File: src/rtl/shift_pkg.sv
// rtl/shift_pkg.sv - shared encodings, FSM states and width defaults for the multi-cycle shifter
package shift_pkg;

    localparam int XLEN_DEF = 32;

    localparam logic [1:0] SH_SLL = 2'b00;
    localparam logic [1:0] SH_SRL = 2'b01;
    localparam logic [1:0] SH_SRA = 2'b10;
    localparam logic [1:0] SH_UPR = 2'b11;

    typedef enum logic [1:0] {
        ST_IDLE,
        ST_SHIFT,
        ST_DONE
    } state_t;

endpackage

File: src/rtl/shift_unit_mc_if.sv
// rtl/shift_unit_mc_if.sv - request/result handshake bundle for shift_unit_mc
interface shift_unit_mc_if
    import shift_pkg::*;
#(
    parameter int XLEN = XLEN_DEF
);
    localparam int SW = $clog2(XLEN);

    logic            in_valid;
    logic            in_ready;
    logic [XLEN-1:0] in_a;
    logic [SW-1:0]   in_shamt;
    logic [1:0]      in_typ;
    logic            flush;
    logic            out_valid;
    logic            out_ready;
    logic [XLEN-1:0] out_r;
    logic            busy;

    modport master (
        output in_valid, in_a, in_shamt, in_typ, flush, out_ready,
        input  in_ready, out_valid, out_r, busy
    );

    modport slave (
        input  in_valid, in_a, in_shamt, in_typ, flush, out_ready,
        output in_ready, out_valid, out_r, busy
    );
endinterface

File: src/rtl/shift_step.sv
// rtl/shift_step.sv - combinational single-iteration shifter; SHIFT_MC_ROTATE_EN turns typ 11 into ROR
module shift_step
    import shift_pkg::*;
#(
    parameter int XLEN = XLEN_DEF,
    parameter int SW   = $clog2(XLEN)
) (
    input  logic [XLEN-1:0] value,
    input  logic [SW-1:0]   step,
    input  logic [1:0]      typ,
    input  logic            sign,
    output logic [XLEN-1:0] result
);
`ifdef SHIFT_MC_ROTATE_EN
    localparam logic [SW:0] XL = XLEN[SW:0];
    logic [SW:0] wrap_amt;
    assign wrap_amt = XL - {1'b0, step};
`endif

    always_comb begin
        result = value;
        case (typ)
            SH_SLL: result = value << step;
            SH_SRL: result = value >> step;
            // Fill from the operand's original sign bit latched at accept time
            SH_SRA: result = (value >> step) | (sign ? ~({XLEN{1'b1}} >> step) : '0);
            SH_UPR: begin
`ifdef SHIFT_MC_ROTATE_EN
                result = (value >> step) | (value << wrap_amt);
`else
                result = value;
`endif
            end
            default: result = value;
        endcase
    end
endmodule

File: src/rtl/shift_unit_mc.sv
// rtl/shift_unit_mc.sv - iterative STEP-bits-per-cycle shifter with valid/ready result; honours SHIFT_MC_ROTATE_EN
module shift_unit_mc
    import shift_pkg::*;
#(
    parameter int XLEN = XLEN_DEF,
    parameter int STEP = 1
) (
    input  logic            clk,
    input  logic            rst_n,
    shift_unit_mc_if.slave  bus
);
    localparam int SW = $clog2(XLEN);
    localparam logic [SW-1:0] STEP_C = SW'(STEP);

    state_t          state, state_next;
    logic [XLEN-1:0] r;
    logic [SW-1:0]   rem;
    logic [1:0]      typ_q;
    logic            sign_q;
    logic            accept;
    logic            direct;
    logic [XLEN-1:0] load_val;
    logic [SW-1:0]   step_amt;
    logic [SW-1:0]   rem_next;
    logic [XLEN-1:0] step_res;

    assign step_amt = (rem < STEP_C) ? rem : STEP_C;
    assign rem_next = rem - step_amt;

`ifdef SHIFT_MC_ROTATE_EN
    assign direct   = (bus.in_shamt == '0);
    assign load_val = bus.in_a;
`else
    assign direct   = (bus.in_typ == SH_UPR) || (bus.in_shamt == '0);
    assign load_val = (bus.in_typ == SH_UPR)
                    ? {{(XLEN/2){1'b0}}, bus.in_a[XLEN-1:XLEN/2]}
                    : bus.in_a;
`endif

    shift_step #(.XLEN(XLEN), .SW(SW)) u_step (
        .value  (r),
        .step   (step_amt),
        .typ    (typ_q),
        .sign   (sign_q),
        .result (step_res)
    );

    always_ff @(posedge clk or negedge rst_n) begin
        if (!rst_n) begin
            state <= ST_IDLE;
        end else begin
            state <= state_next;
        end
    end

    always_comb begin
        state_next    = state;
        accept        = 1'b0;
        bus.in_ready  = (state == ST_IDLE);
        bus.out_valid = (state == ST_DONE);
        bus.busy      = (state != ST_IDLE);
        case (state)
            ST_IDLE: begin
                if (bus.in_valid) begin
                    accept     = 1'b1;
                    state_next = direct ? ST_DONE : ST_SHIFT;
                end
            end
            ST_SHIFT: begin
                if (rem_next == '0) state_next = ST_DONE;
            end
            ST_DONE: begin
                if (bus.out_ready) state_next = ST_IDLE;
            end
            default: state_next = ST_IDLE;
        endcase
        // Kill wins over both acceptance and completion
        if (bus.flush) begin
            accept     = 1'b0;
            state_next = ST_IDLE;
        end
    end

    always_ff @(posedge clk or negedge rst_n) begin
        if (!rst_n) begin
            r      <= '0;
            rem    <= '0;
            typ_q  <= SH_SLL;
            sign_q <= 1'b0;
        end else if (accept) begin
            r      <= load_val;
            rem    <= bus.in_shamt;
            typ_q  <= bus.in_typ;
            sign_q <= bus.in_a[XLEN-1];
        end else if (state == ST_SHIFT && !bus.flush) begin
            r   <= step_res;
            rem <= rem_next;
        end
    end

    assign bus.out_r = r;

endmodule

File: src/flat_wrapper.sv
// flat-port wrapper written by rule: the top's interface ports become plain ports
module shift_unit_mc_flat import shift_pkg::*;
#(
    parameter int XLEN = XLEN_DEF,
    parameter int STEP = 1
)
  (clk, rst_n, bus_in_valid, bus_in_a, bus_in_shamt, bus_in_typ, bus_flush, bus_out_ready, bus_in_ready, bus_out_valid, bus_out_r, bus_busy);
  shift_unit_mc_if #(.XLEN(XLEN)) bus_i ();
  input  logic clk;
  input  logic rst_n;
  input wire logic [$bits(bus_i.in_valid)-1:0] bus_in_valid;
  input wire logic [$bits(bus_i.in_a)-1:0] bus_in_a;
  input wire logic [$bits(bus_i.in_shamt)-1:0] bus_in_shamt;
  input wire logic [$bits(bus_i.in_typ)-1:0] bus_in_typ;
  input wire logic [$bits(bus_i.flush)-1:0] bus_flush;
  input wire logic [$bits(bus_i.out_ready)-1:0] bus_out_ready;
  output wire logic [$bits(bus_i.in_ready)-1:0] bus_in_ready;
  output wire logic [$bits(bus_i.out_valid)-1:0] bus_out_valid;
  output wire logic [$bits(bus_i.out_r)-1:0] bus_out_r;
  output wire logic [$bits(bus_i.busy)-1:0] bus_busy;
  assign bus_i.in_valid = bus_in_valid;
  assign bus_i.in_a = bus_in_a;
  assign bus_i.in_shamt = bus_in_shamt;
  assign bus_i.in_typ = bus_in_typ;
  assign bus_i.flush = bus_flush;
  assign bus_i.out_ready = bus_out_ready;
  assign bus_in_ready = bus_i.in_ready;
  assign bus_out_valid = bus_i.out_valid;
  assign bus_out_r = bus_i.out_r;
  assign bus_busy = bus_i.busy;
  shift_unit_mc #(.XLEN(XLEN), .STEP(STEP)) u_core (.clk(clk), .rst_n(rst_n), .bus(bus_i));
endmodule
File: config.mk
export PLATFORM = sky130hd
export DESIGN_NAME = shift_unit_mc_flat
export DESIGN_NICKNAME = d
export VERILOG_FILES = /design/src/rtl/shift_pkg.sv /design/src/rtl/shift_unit_mc_if.sv /design/src/rtl/shift_step.sv /design/src/rtl/shift_unit_mc.sv /design/src/flat_wrapper.sv
export SDC_FILE = /design/constraint.sdc
export NUM_CORES = 1
export LEC_CHECK = 0
export CAP_MARGIN = 30
export CORE_MARGIN = 8
export CORE_UTILIZATION = 50
export DETAILED_ROUTE_END_ITERATION = 8
export GPL_TIMING_DRIVEN = 0
export HOLD_SLACK_MARGIN = 0.1
export PLACE_DENSITY = 0.81
export SETUP_SLACK_MARGIN = 0.05
export SLEW_MARGIN = 20
export SYNTH_ARGS = -nofsm -noshare
export SYNTH_HDL_FRONTEND = slang
export SYNTH_SLANG_ARGS = --single-unit
File: constraint.sdc
create_clock -name clk -period 2.3 [get_ports clk]
set_input_delay 0.69 -clock clk [delete_from_list [all_inputs] [get_ports clk]]
set_output_delay 0.69 -clock clk [all_outputs]
set_load 0.02 [all_outputs]
==> flow_metrics.tcl <==
set metrics [dict create \
    initial_core_util_pct 52.0 \
    drive_gt1_share_pct 12.8 \
    arrival_ns 1.52 \
    drt_wl_total_mm 11.9 \
    maxCapViolations 0 \
    wl_per_cell_um 22.9 \
    die_area_mm2 0.00897 \
    cts_sinks 42 \
    leakage_nw 1.68 \
    row_count 28 \
    vias 3571 \
    yosys.area.top_type "dfrtp_1" \
    fin_crit_ns 2.21 \
    routabilityCongestion 0.938 \
    core_mm2 0.00596 \
    synthTopCellsByArea "dfrtp_1 (34%), o21ai_0 (6.6%), a21oi_1 (5.8%), mux2_2 (4.4%), a21o_1 (3.9%)" \
    total_power_w 0.00524 \
    ys_seq_elements 42 \
    cts_tree "done" \
    hold_viol_final 0 \
    antenna_found_initial 0 \
    drc 0 \
    whs_ns 0.366 \
    preCtsSetupSlack_ns -0.568 \
    finish.net_count 493 \
    cts_made_buffers 5 \
    cp-end-kind "primary output" \
    die_h_um 94.7 \
    fillCellCount 510 \
    synthesis.nets 408 \
    htree_levels 2 \
    rsz0062_at_grt "no" \
    io_buffer_count 78 \
    synth.distinct_cells 60 \
    cts_hold_buf 0 \
    overflow 0 \
    drtIter0Drc 327 \
    synthFlopType "dfrtp_1" \
    antenna_cells 0 \
    dp_cells 514 \
    root_buffer "clkbuf_8" \
    fmax_mhz 453 \
    multi_input_area_mm2 0.00188 \
    area_growth_pct 32.1 \
    dr.pass1.iters 6 \
    fin_util_pct 68.7 \
    setup_ws_ns 0.0913 \
    yosysMostFrequentCell "dfrtp_1" \
    drtAntennaViolNets 0 \
    synthArstFlopShare_pct 100 \
    worstPathMaxFanout 10 \
    dp_hpwl_mm 8.62 \
    min_period_over_period_pct 96.0 \
    synth_top_area_share_pct 33.9 \
    rrSetupSlack_ns 0.19 \
    synth_common_cells "dfrtp_1 (42), o21ai_0 (41), a21oi_1 (36)" \
    cts_buffer_depth 2 \
    synth_enable_flop_cells 0 \
    top_usage_layer "met2" \
    crit_required_ns 1.61 \
    path_clk_slew_ns 0.09 \
    dieWidth_um 94.7 \
    vias_per_cell 6.87 \
    use_met2_pct 41.2 \
    grt_pass1_vias 3510 \
    grt_util_all_layers_pct 26.8 \
    critPathKind "reg2out" \
    grt_max_degree 23 \
    grt_use_met1_pct 34.6 \
    drv_slew 0 \
    synth_area_mm2 0.00310 \
    startpoint_type "flip-flop" \
    met3_usage_pct 8.02 \
    ios 79 \
    clk_latency_ns 0.30 \
    skew_ns 0.00757 \
    grt_pass1_wl_mm 18.9 \
    ys_warn_count 0 \
    worstMarginPinSlew_ns 0.612 \
    relSlewSlack_pct 59.2 \
    avgSynthCellArea_um2 8.61 \
    status "finished, final reports clean" \
    ir_worst_vdd_v 0.000729 \
    yosysSeqAreaShare_pct 33.9 \
    finalSetupViolations 0 \
    final_cell_count_no_fill 520 \
    power_per_cell_area_mw_per_mm2 1280 \
    min_path_type "in2async" \
    regArea_mm2 0.00105 \
    syn_inst 360 \
]
==> power breakdown <==
part / switching [W] / internal, W / leakage [nW]
logic: 0.00184 / 0.00140 / 1.12
registers: 0.000458 / 0.00106 / 0.524
clock network: 0.000272 / 0.000210 / 0.0383
total: 0.00257 / 0.00267 / 1.68
==> per-stage QoR <==
step	instance area, µm²	TNS [ns]
CTS	4090	0
detailed placement	4000	-17.75
floorplan	3100	0
global route	4090	0
global placement	3970	-42.65
finish	4090	0
==> critical path, cell delays in order, from the launching register on <==
cell and delay [ns]:
dfrtp_1 0.42, buf_4 0.18, or2_2 0.28, dlygate4sd2_1 0.33
==> kinds of logic (layout without fill, tap and decap cells) <==
kind of cell	Yosys count	in the layout	synth area share, %
compound gates	172	172	37.5
fa+ha+maj	4	4	1.61
buf+inv	42	127	6.06
flops	42	42	33.9
mux	17	17	5.98
simple gates	83	83	14.9
==> repair_timing <==
action | in CTS | in global routing
setup endpoints to repair | 43 | 35
gates resized for setup | 15 | 19
buffers inserted | 0 | 0
pin swaps | 0 | 0
==> flip-flops by register name (all words and copies together) (netlist names) <==
signal	count
u_core.typ_q	2
u_core.rem	5
u_core.bus.out_r	32
u_core.sign_q	1
u_core.state	2
==> layout by cell type, fill, tap and decap left out, types with 12 or more instances in the layout <==
cell type,count
a21o_1,16
a21oi_1,36
a22oi_1,12
clkdlybuf4s50_1,72
dfrtp_1,42
mux2_2,12
nand2_1,17
nand3_1,17
nor2b_1,13
o21ai_0,41
==> layout make-up <==
class	count	area share, %
multi-input combinational	276	45.8
sequential	42	25.7
timing repair buffer	79	19.3
buffer	35	4.49
tap	75	2.29
clock buffer	7	1.86
inverter	6	0.550
==> routing by layer <==
metal / vias to the layer above / wire (µm)
li1: 1567 / -
met1: 1700 / 4800
met2: 261 / 5310
met3: 43 / 1430
met4: 0 / 365
met5: - / 0
==> worst paths after layout <==
kind,start,endpoint,cells past startpoint
worst max register to register,u_core.typ_q[0],u_core.bus.out_r[22],5
worst min-delay path,rst_n,u_core.bus.out_r[29],1
min in group clk,u_core.sign_q,u_core.sign_q,2
max in group asynchronous,rst_n,u_core.bus.out_r[5],2
worst min register to register,u_core.sign_q,u_core.sign_q,2
worst max-delay path,u_core.state[0],bus_busy,3
Note: power is estimated with default switching activity, not from simulation.
==> edit, RTL diff (config.mk and constraints unchanged) <==
The option `SHIFT_MC_ROTATE_EN` is turned on by a define.
--- a/src/rtl/shift_step.sv
+++ b/src/rtl/shift_step.sv
@@ -1,3 +1,5 @@
 // rtl/shift_step.sv - combinational single-iteration shifter; SHIFT_MC_ROTATE_EN turns typ 11 into ROR
+`define SHIFT_MC_ROTATE_EN
+
 module shift_step
     import shift_pkg::*;
Formal check against the unedited RTL: not equivalent (a bounded check fails within 4 cycles, from zero or initial values and one cycle with rst_n low).
==> edit against the unedited design <==
  * Design area increased by 35%
  * Total power is 35% higher
  * Synthesized area increased by 17%
  * Die area up 14%
  * Critical path depth rose by 8
  * Count of clock-buffer cells in the layout fell by 1
  * Worst setup slack got worse by 480 ps
  * Sequential power is 11% higher
  * Wire length increased by 51%
  * The flow now finishes with violations (negative setup slack)
  * First-iteration DRC count increased by 96%
  * Largest cell class unchanged
  * Sequential cell count is the same
  * Cell count increased by 28%
  * Fmax is 18% lower
==> edit: results (changes against the unedited design) <==
{| class="wikitable"
! Metric !! Value
|-
| Run status || finished, violations left
|-
| Violations in the final reports || negative setup slack
|-
| Maximum clock skew at final layout || 9.917 ps (+2.347 ps)
|-
| Count of placed standard cells including taps || 627 (+22%)
|-
| Final setup viols || 23 (+23)
|-
| CTS-repair resized insts || 80 (+65)
|-
| Layout Nets || 616 (+25%)
|-
| Met3 demand-to-capacity share in global routing || 9.141% (+1.1 points)
|-
| Leakage Power || 2.154 nW (+28%)
|-
| Vias after detailed routing || 4776 (+34%)
|-
| Critical Path Max Stage Delay || 440 ps (+20 ps)
|-
| Sequential area share after synthesis || 28.99% (-4.9 points)
|-
| Number of different library cells in the post-synthesis netlist || 61 (+1.7%)
|-
| Met1 usage in global routing || 46.15% (+12 points)
|-
| Required time of the critical path || 2490 ps (+880 ps)
|-
| List of most frequent post-synthesis cells || nand2_1, dfrtp_1, a21oi_1
|-
| Ranking of synthesized cells by area || dfrtp_1, mux4_2, nand2_1
|-
| Final HPWL DP || 12060 um (+40%)
|-
| Number of multi-input logic gates || 361 (+31%)
|-
| Wire length of the first global-routing pass || 27950 um (+48%)
|-
| PnR worst setup slack || -386.4 ps (-477.7 ps)
|-
| Multi-input logic area || 2784 sq um (+48%)
|-
| Dpl ws || -1283 ps (-714.4 ps)
|-
| Signal buf overhead || 26.24% (+2.5 points)
|-
| Fillcell total || 534 (+4.7%)
|-
| Number of clock-tree buffers in the layout || 6 (-1)
|-
| Combinational Power Share || 69.0% (+7.2 points)
|}
## edit: stage by stage
| stage | hold slack, ps | power (mW) | util, % | instance area [sq um] |
|---|---|---|---|---|
| 2_1_floorplan | 394.4 | 3.980 | - | 3837 |
| 3_3_place_gp | 534.3 | 5.488 | 66.44 | 4742 |
| 3_5_place_dp | 558.2 | 5.553 | 66.76 | 4765 |
| 4_1_cts | 393.9 | 6.669 | 75.84 | 5413 |
| 5_1_grt | 425.0 | 7.361 | 77.70 | 5545 |
| 6_report | 378.9 | 7.093 | 77.70 | 5545 |
## edit: worst register-to-register path, stage by stage (launching register included)
cell and delay [ps]:
dfrtp_2 440, nor3_4 260, nand2_2 110, buf_6 130, clkbuf_16 140, clkbuf_16 140
ha_4 270, clkbuf_16 160, clkbuf_16 150, mux4_2 370, a221oi_2 320, a21oi_1 70
